## config.mk

```make
export PLATFORM = sky130hd
export DESIGN_NAME = turn_sched_flat
export DESIGN_NICKNAME = d
export VERILOG_FILES = /design/src/rtl/turn_sched_if.sv /design/src/rtl/turn_sched.sv /design/src/flat_wrapper.sv
export SDC_FILE = /design/constraint.sdc
export NUM_CORES = 1
export LEC_CHECK = 0
export CORE_MARGIN = 1
export CORE_UTILIZATION = 35
export CTS_CLUSTER_DIAMETER = 150
export DETAILED_ROUTE_END_ITERATION = 8
export HOLD_SLACK_MARGIN = 0.03
export SLEW_MARGIN = 0
export SYNTH_ARGS = -nofsm -noshare
export SYNTH_HDL_FRONTEND = slang
export SYNTH_SLANG_ARGS = --single-unit
```

## constraint.sdc

```tcl
create_clock -name clk -period 4.5 [get_ports clk]
set_input_delay 0.9 -clock clk [delete_from_list [all_inputs] [get_ports clk]]
set_output_delay 0.9 -clock clk [all_outputs]
set_load 0.005 [all_outputs]
```

## src/rtl/turn_sched_if.sv

```systemverilog
// ============================================================================
// Module   : turn_sched_if
// Desc     : Switch inputs and lamp-request outputs of the turn scheduler.
// Revision : 1.0 - initial release
// ============================================================================
`default_nettype none

interface turn_sched_if;
    logic sw_left;
    logic sw_right;
    logic sw_hazard;
    logic turn_left;
    logic turn_right;
    logic emergency;
    logic blink_tick;
    logic active;

    modport master (
        output sw_left, sw_right, sw_hazard,
        input  turn_left, turn_right, emergency, blink_tick, active
    );

    modport slave (
        input  sw_left, sw_right, sw_hazard,
        output turn_left, turn_right, emergency, blink_tick, active
    );
endinterface

`default_nettype wire

```

## src/rtl/turn_sched.sv

```systemverilog
// ============================================================================
// Module   : turn_sched
// Desc     : Debounces stalk/hazard switches and arbitrates left/right/hazard
//            lamp requests with comfort-blink and auto-cancel timing.
// Revision : 1.0 - initial release
// ============================================================================
`default_nettype none

module turn_sched #(
    parameter int DEBOUNCE_CYC   = 4,
    parameter int TICK_DIV       = 4,
    parameter int MIN_TICKS      = 3,
    parameter int AUTO_OFF_TICKS = 16
) (
    input  wire logic   clk,
    input  wire logic   rst,
    turn_sched_if.slave bus
);

    localparam int c_DB_W   = $clog2(DEBOUNCE_CYC);
    localparam int c_DIV_W  = $clog2(TICK_DIV);
    localparam int c_TICK_W = $clog2(AUTO_OFF_TICKS + 1);

    typedef enum logic [1:0] {
        S_IDLE   = 2'd0,
        S_LEFT   = 2'd1,
        S_RIGHT  = 2'd2,
        S_HAZARD = 2'd3
    } state_t;

    logic [2:0]          w_raw;
    logic [2:0]          w_deb;
    logic                w_haz_rise;
    logic                r_haz_on;
    logic                r_lock_l;
    logic                r_lock_r;
    state_t              r_state;
    state_t              w_next;
    logic                w_set_lock_l;
    logic                w_set_lock_r;
    logic                w_l;
    logic                w_r;
    logic                w_min;
    logic                w_auto;
    logic                w_change;
    logic [c_DIV_W-1:0]  r_div_cnt;
    logic [c_TICK_W-1:0] r_tick_cnt;
    logic                r_blink;

    assign w_raw = {bus.sw_hazard, bus.sw_right, bus.sw_left};

    // Per switch: 2-flop synchronizer followed by a consecutive-sample debouncer.
    generate
        for (genvar gi = 0; gi < 3; gi++) begin : g_sw
            logic              r_meta;
            logic              r_sync;
            logic              r_deb;
            logic [c_DB_W-1:0] r_cnt;
            logic              w_flip;

            assign w_flip    = (r_sync != r_deb) && (r_cnt == c_DB_W'(DEBOUNCE_CYC - 1));
            assign w_deb[gi] = r_deb;

            always_ff @(posedge clk) begin
                if (rst) begin
                    r_meta <= 1'b0;
                    r_sync <= 1'b0;
                    r_deb  <= 1'b0;
                    r_cnt  <= '0;
                end else begin
                    r_meta <= w_raw[gi];
                    r_sync <= r_meta;
                    if (r_sync == r_deb) begin
                        r_cnt <= '0;
                    end else if (w_flip) begin
                        r_deb <= r_sync;
                        r_cnt <= '0;
                    end else begin
                        r_cnt <= r_cnt + 1'b1;
                    end
                end
            end
        end
    endgenerate

    // Toggle on the same edge the debounced hazard rises so hazard and turn
    // requests share the same switch-to-request latency.
    assign w_haz_rise = g_sw[2].w_flip & ~w_deb[2];

    assign w_l    = w_deb[0];
    assign w_r    = w_deb[1];
    assign w_min  = (r_tick_cnt >= c_TICK_W'(MIN_TICKS));
    assign w_auto = (r_tick_cnt >= c_TICK_W'(AUTO_OFF_TICKS));

    always_comb begin
        w_next       = r_state;
        w_set_lock_l = 1'b0;
        w_set_lock_r = 1'b0;
        if (r_haz_on) begin
            w_next = S_HAZARD;
        end else begin
            case (r_state)
                S_IDLE: begin
                    if (w_l && !w_r && !r_lock_l)      w_next = S_LEFT;
                    else if (w_r && !w_l && !r_lock_r) w_next = S_RIGHT;
                end
                S_LEFT: begin
                    if (w_l && !w_r) begin
                        if (w_auto) begin
                            w_next       = S_IDLE;
                            w_set_lock_l = 1'b1;
                        end
                    end else if (!w_l && w_min) begin
                        w_next = (w_r && !r_lock_r) ? S_RIGHT : S_IDLE;
                    end
                end
                S_RIGHT: begin
                    if (w_r && !w_l) begin
                        if (w_auto) begin
                            w_next       = S_IDLE;
                            w_set_lock_r = 1'b1;
                        end
                    end else if (!w_r && w_min) begin
                        w_next = (w_l && !r_lock_l) ? S_LEFT : S_IDLE;
                    end
                end
                default: w_next = S_IDLE;
            endcase
        end
    end

    assign w_change = (w_next != r_state);

    always_ff @(posedge clk) begin
        if (rst) begin
            r_state  <= S_IDLE;
            r_haz_on <= 1'b0;
            r_lock_l <= 1'b0;
            r_lock_r <= 1'b0;
        end else begin
            r_state  <= w_next;
            r_haz_on <= r_haz_on ^ w_haz_rise;
            if (w_set_lock_l)  r_lock_l <= 1'b1;
            else if (!w_l)     r_lock_l <= 1'b0;
            if (w_set_lock_r)  r_lock_r <= 1'b1;
            else if (!w_r)     r_lock_r <= 1'b0;
        end
    end

    // Blink-step timebase restarts on every state change and idles in IDLE.
    always_ff @(posedge clk) begin
        if (rst || w_change || (r_state == S_IDLE)) begin
            r_div_cnt  <= '0;
            r_tick_cnt <= '0;
            r_blink    <= 1'b0;
        end else begin
            r_blink   <= (r_div_cnt == c_DIV_W'(TICK_DIV - 1));
            r_div_cnt <= (r_div_cnt == c_DIV_W'(TICK_DIV - 1)) ? '0 : r_div_cnt + 1'b1;
            if (r_blink && !w_auto) r_tick_cnt <= r_tick_cnt + 1'b1;
        end
    end

    assign bus.turn_left  = (r_state == S_LEFT);
    assign bus.turn_right = (r_state == S_RIGHT);
    assign bus.emergency  = (r_state == S_HAZARD);
    assign bus.blink_tick = r_blink;
    assign bus.active     = (r_state != S_IDLE);

endmodule

`default_nettype wire
```

## src/flat_wrapper.sv

```systemverilog
// flat-port wrapper written by rule: the top's interface ports become plain ports
module turn_sched_flat 
#(
    parameter int DEBOUNCE_CYC   = 4,
    parameter int TICK_DIV       = 4,
    parameter int MIN_TICKS      = 3,
    parameter int AUTO_OFF_TICKS = 16
)
  (clk, rst, bus_sw_left, bus_sw_right, bus_sw_hazard, bus_turn_left, bus_turn_right, bus_emergency, bus_blink_tick, bus_active);
  turn_sched_if bus_i ();
  input  wire logic clk;
  input  wire logic rst;
  input wire logic [$bits(bus_i.sw_left)-1:0] bus_sw_left;
  input wire logic [$bits(bus_i.sw_right)-1:0] bus_sw_right;
  input wire logic [$bits(bus_i.sw_hazard)-1:0] bus_sw_hazard;
  output wire logic [$bits(bus_i.turn_left)-1:0] bus_turn_left;
  output wire logic [$bits(bus_i.turn_right)-1:0] bus_turn_right;
  output wire logic [$bits(bus_i.emergency)-1:0] bus_emergency;
  output wire logic [$bits(bus_i.blink_tick)-1:0] bus_blink_tick;
  output wire logic [$bits(bus_i.active)-1:0] bus_active;
  assign bus_i.sw_left = bus_sw_left;
  assign bus_i.sw_right = bus_sw_right;
  assign bus_i.sw_hazard = bus_sw_hazard;
  assign bus_turn_left = bus_i.turn_left;
  assign bus_turn_right = bus_i.turn_right;
  assign bus_emergency = bus_i.emergency;
  assign bus_blink_tick = bus_i.blink_tick;
  assign bus_active = bus_i.active;
  turn_sched #(.DEBOUNCE_CYC(DEBOUNCE_CYC), .TICK_DIV(TICK_DIV), .MIN_TICKS(MIN_TICKS), .AUTO_OFF_TICKS(AUTO_OFF_TICKS)) u_core (.clk(clk), .rst(rst), .bus(bus_i));
endmodule
```

==> summary.md <==
| Metric | Value |
|---|---|
| Status | finished, final reports clean |
| Syn avg cell area | 9.49 um2 |
| # resized after CTS | 0 |
| Max incr delay on CP | 0.52 ns |
| Rel. slew slack | a little over half |
| Final nets | 154 |
| Tot GR Track Use | 12.5% |
| Total congestion overflow | 0 |
| Crit path time final | 2.52 ns |
| Num CTS Buffers | 3 |
| R2R depth | 4 |
| CTS max path bufs | 2 |
| Main area contributors after synthesis | dfxtp_1 44%, ha_1 5.9%, nor2_1 4.5%, nor2b_1 4.0%, xnor2_1 3.5% |
| Worst slew pin tran | 0.701 ns |
| Syn Nets | approximately 140 |
| Row cnt | 21 |
| Ports | 10 |
| Sink Count | 28 |
| Die H | 62.1 um |
| Leakage | 0.518 nW |
| Worst Hold Depth | 1 |
| Main synth FF type | dfxtp_1 |
| Yosys reg bits | 28 |
| Clk slew on worst S/H paths | 0.15 ns |
| Maxcap violations | 0 |
| Ant. Diodes | 0 |
| Vias in the first global route | 805 |
| Initial DRC count | 40 |
| Worst Clk Skew | 0.0100 ns |
| Register area share after synthesis | 44.4% |
| Slowest-stage cell, CP | dfxtp_1 |
| Initial Util | 37.2% |
| Clock latency on the worst-skew pair | 0.32 ns |
| Delay-heaviest family, CP | buffers and inverters |
| Fraction of registers with async set/reset | 0% |
| Maximum vdd drop | 0.137 mV |
| Synthesis-to-finish area growth | 14.0% |
| CTS tree | done |
| Layout cells sized above 1 | 7.04% |
| Number of port buffers | 9 |
| Vias | 933 |
| Detailed Route WL | 2090 um |
| Cells after synthesis | 133 |
| Final hold vios | 0 |
| H-tree depth | 1 |
| Routability cong. | 0.756 |
| Tot Pwr | approximately 0.00043 W |
| Util after Layout | a little over two fifths |
| Post-detailed-route wirelength per cell | 11.1 um |
| Pre-antenna DRT Iters | 4 |
| Final setup fails | 0 |
| DPL Wire Length | 1500 um |
| Crit Path Class | register to primary output |
| Antenna Nets Post-Route | 0 |
| Crit path launch type | register |
| CP Cell Sequence | nand2b_1, inv_1, clkdlybuf4s50_1 |
| Final slew viol count | 0 |
| RSZ-0062 raised after global routing | no |
| Post-synth EDFFs | 0 |
| Setup Buffers After CTS | 0 |
| Die area | 3850 um2 |
| Dominant cell type by area after synthesis | dfxtp_1 |
| Fmax | 397 MHz |
| First-pass GRT wire length | 3520 um |
| Critical path depth in cells | 3 |
| DRC | 0 |
| Initial antenna violation count | 0 |
| Crit. End Element | primary output |
| Period utilization | 55.9% |
| Top cell type's share of synthesized area | 44.4% |
| Vias per inst | 4.96 |
| Root buffer cell | clkbuf_4 |
| Synth unique cells | 39 |
| Critical path peak fanout | 9 |
| Cell Area, Synth | 1260 um2 |
| Hold slack | 0.425 ns |
| Power Density | 297 nW/um2 |
| Data arrival, critical path | 1.62 ns |
| Final TNS setup | 0 ns |
| Pin count of the biggest net entering global routing | 19 |
| Hold Crit Class | register to register |
| Critical path required time | 3.60 ns |
| Hold_buf cts | 0 |
| Synth Warn # | 0 |
| Core Footprint | roughly 3400 um2 |
| Die width | 62.1 um |
| WP buf/inv | 2 |
layout make-up:
cell class | instances | area, um2
fillers | 331 | 1950
multi-input cells | 93 | 648
flip-flops and latches | 28 | 561
repair buffers | 9 | 90.1
well taps | 46 | 57.6
clock inverters | 1 | 30.0
inverters | 8 | 30.0
clock buffers | 3 | 22.5
power by group:
part           total (W)  internal (W)  switching [W]
clock network   0.000163     0.0000901      0.0000729
logic          0.0000121    0.00000685     0.00000530
registers       0.000253      0.000251     0.00000131
Yosys cell counts (2+ instances only):
library cell / number
o21ai_0: 2
clkbuf_1: 2
nor3_1: 6
mux2i_1: 2
ha_1: 6
nor4_1: 6
nor4b_1: 2
nand2b_1: 4
xnor2_1: 5
nor2b_1: 8
nand2_1: 5
or3_1: 4
a31oi_1: 3
or2b_1: 2
nor2_1: 15
a21oi_1: 4
inv_1: 8
dfxtp_1: 28
cells in the final DEF (no fill, tap or decap), types with 3 or more instances in the layout:
| master | synthesis | layout |
|---|---|---|
| nor2_1 | 15 | 15 |
| inv_1 | 8 | 8 |
| nand2_1 | 5 | 5 |
| clkbuf_4 | 0 | 3 |
| nor2b_1 | 8 | 8 |
| nor3_1 | 6 | 6 |
| ha_1 | 6 | 6 |
| or3_1 | 4 | 4 |
| nor4_1 | 6 | 6 |
| a31oi_1 | 3 | 3 |
| clkdlybuf4s50_1 | 0 | 9 |
| xnor2_1 | 5 | 5 |
| dfxtp_1 | 28 | 28 |
| nand2b_1 | 4 | 4 |
| a21oi_1 | 4 | 4 |
state kept, by name, summed over array words and instances, names as in the netlist, 2 cells and up:
name                count
u_core.g_sw.r_cnt       6
u_core.r_tick_cnt       5
u_core.g_sw.r_sync      3
u_core.g_sw.r_deb       3
u_core.r_div_cnt        2
u_core.r_state          2
u_core.g_sw.r_meta      3
worst paths after layout:
| path | slack [ns] | start | end |
|---|---|---|---|
| worst max-delay path | 1.98 | u_core.r_state[0]$_SDFF_PP0_ | bus_turn_left |
| worst min-delay path | 0.43 | u_core.g_sw[0].r_cnt[0]$_SDFF_PP0_ | u_core.g_sw[0].r_cnt[0]$_SDFF_PP0_ |
| worst max register to register | 2.55 | u_core.r_tick_cnt[4]$_SDFFE_PP0P_ | u_core.r_tick_cnt[2]$_SDFFE_PP0P_ |
| worst min register to register | 0.43 | u_core.g_sw[0].r_cnt[0]$_SDFF_PP0_ | u_core.g_sw[0].r_cnt[0]$_SDFF_PP0_ |
routing by layer:
| metal | GRT usage (%) | part of all wire [%] | vias up |
|---|---|---|---|
| met1 | 17.0 | 53 | 430 |
| met4 | 5.71 | 0.86 | 0 |
| met2 | 19.3 | 44 | 12 |
| met5 | 0 | 0 | - |
| met3 | 1.86 | 2.3 | 2 |
| li1 | - | - | 489 |
cells by family (layout without fill, tap and decap cells):
kind of cell | after synthesis | in the layout | share of synthesized area (%)
flops | 28 | 28 | 44.4
simple gates | 60 | 60 | 27.5
xor+xnor | 6 | 6 | 4.16
compound gates | 19 | 19 | 12.2
fa+ha+maj | 6 | 6 | 5.95
buf+inv | 12 | 21 | 4.26
mux | 2 | 2 | 1.59
through the flow:
step	worst slack (ns)	area, um2	cells
finish	1.98	1440	188
global route	1.88	1440	188
CTS	1.99	1440	188
detailed placement	1.91	1390	184
global placement	2.02	1390	184
floorplan	2.88	1260	133
Note: power is estimated with default switching activity, not from simulation.
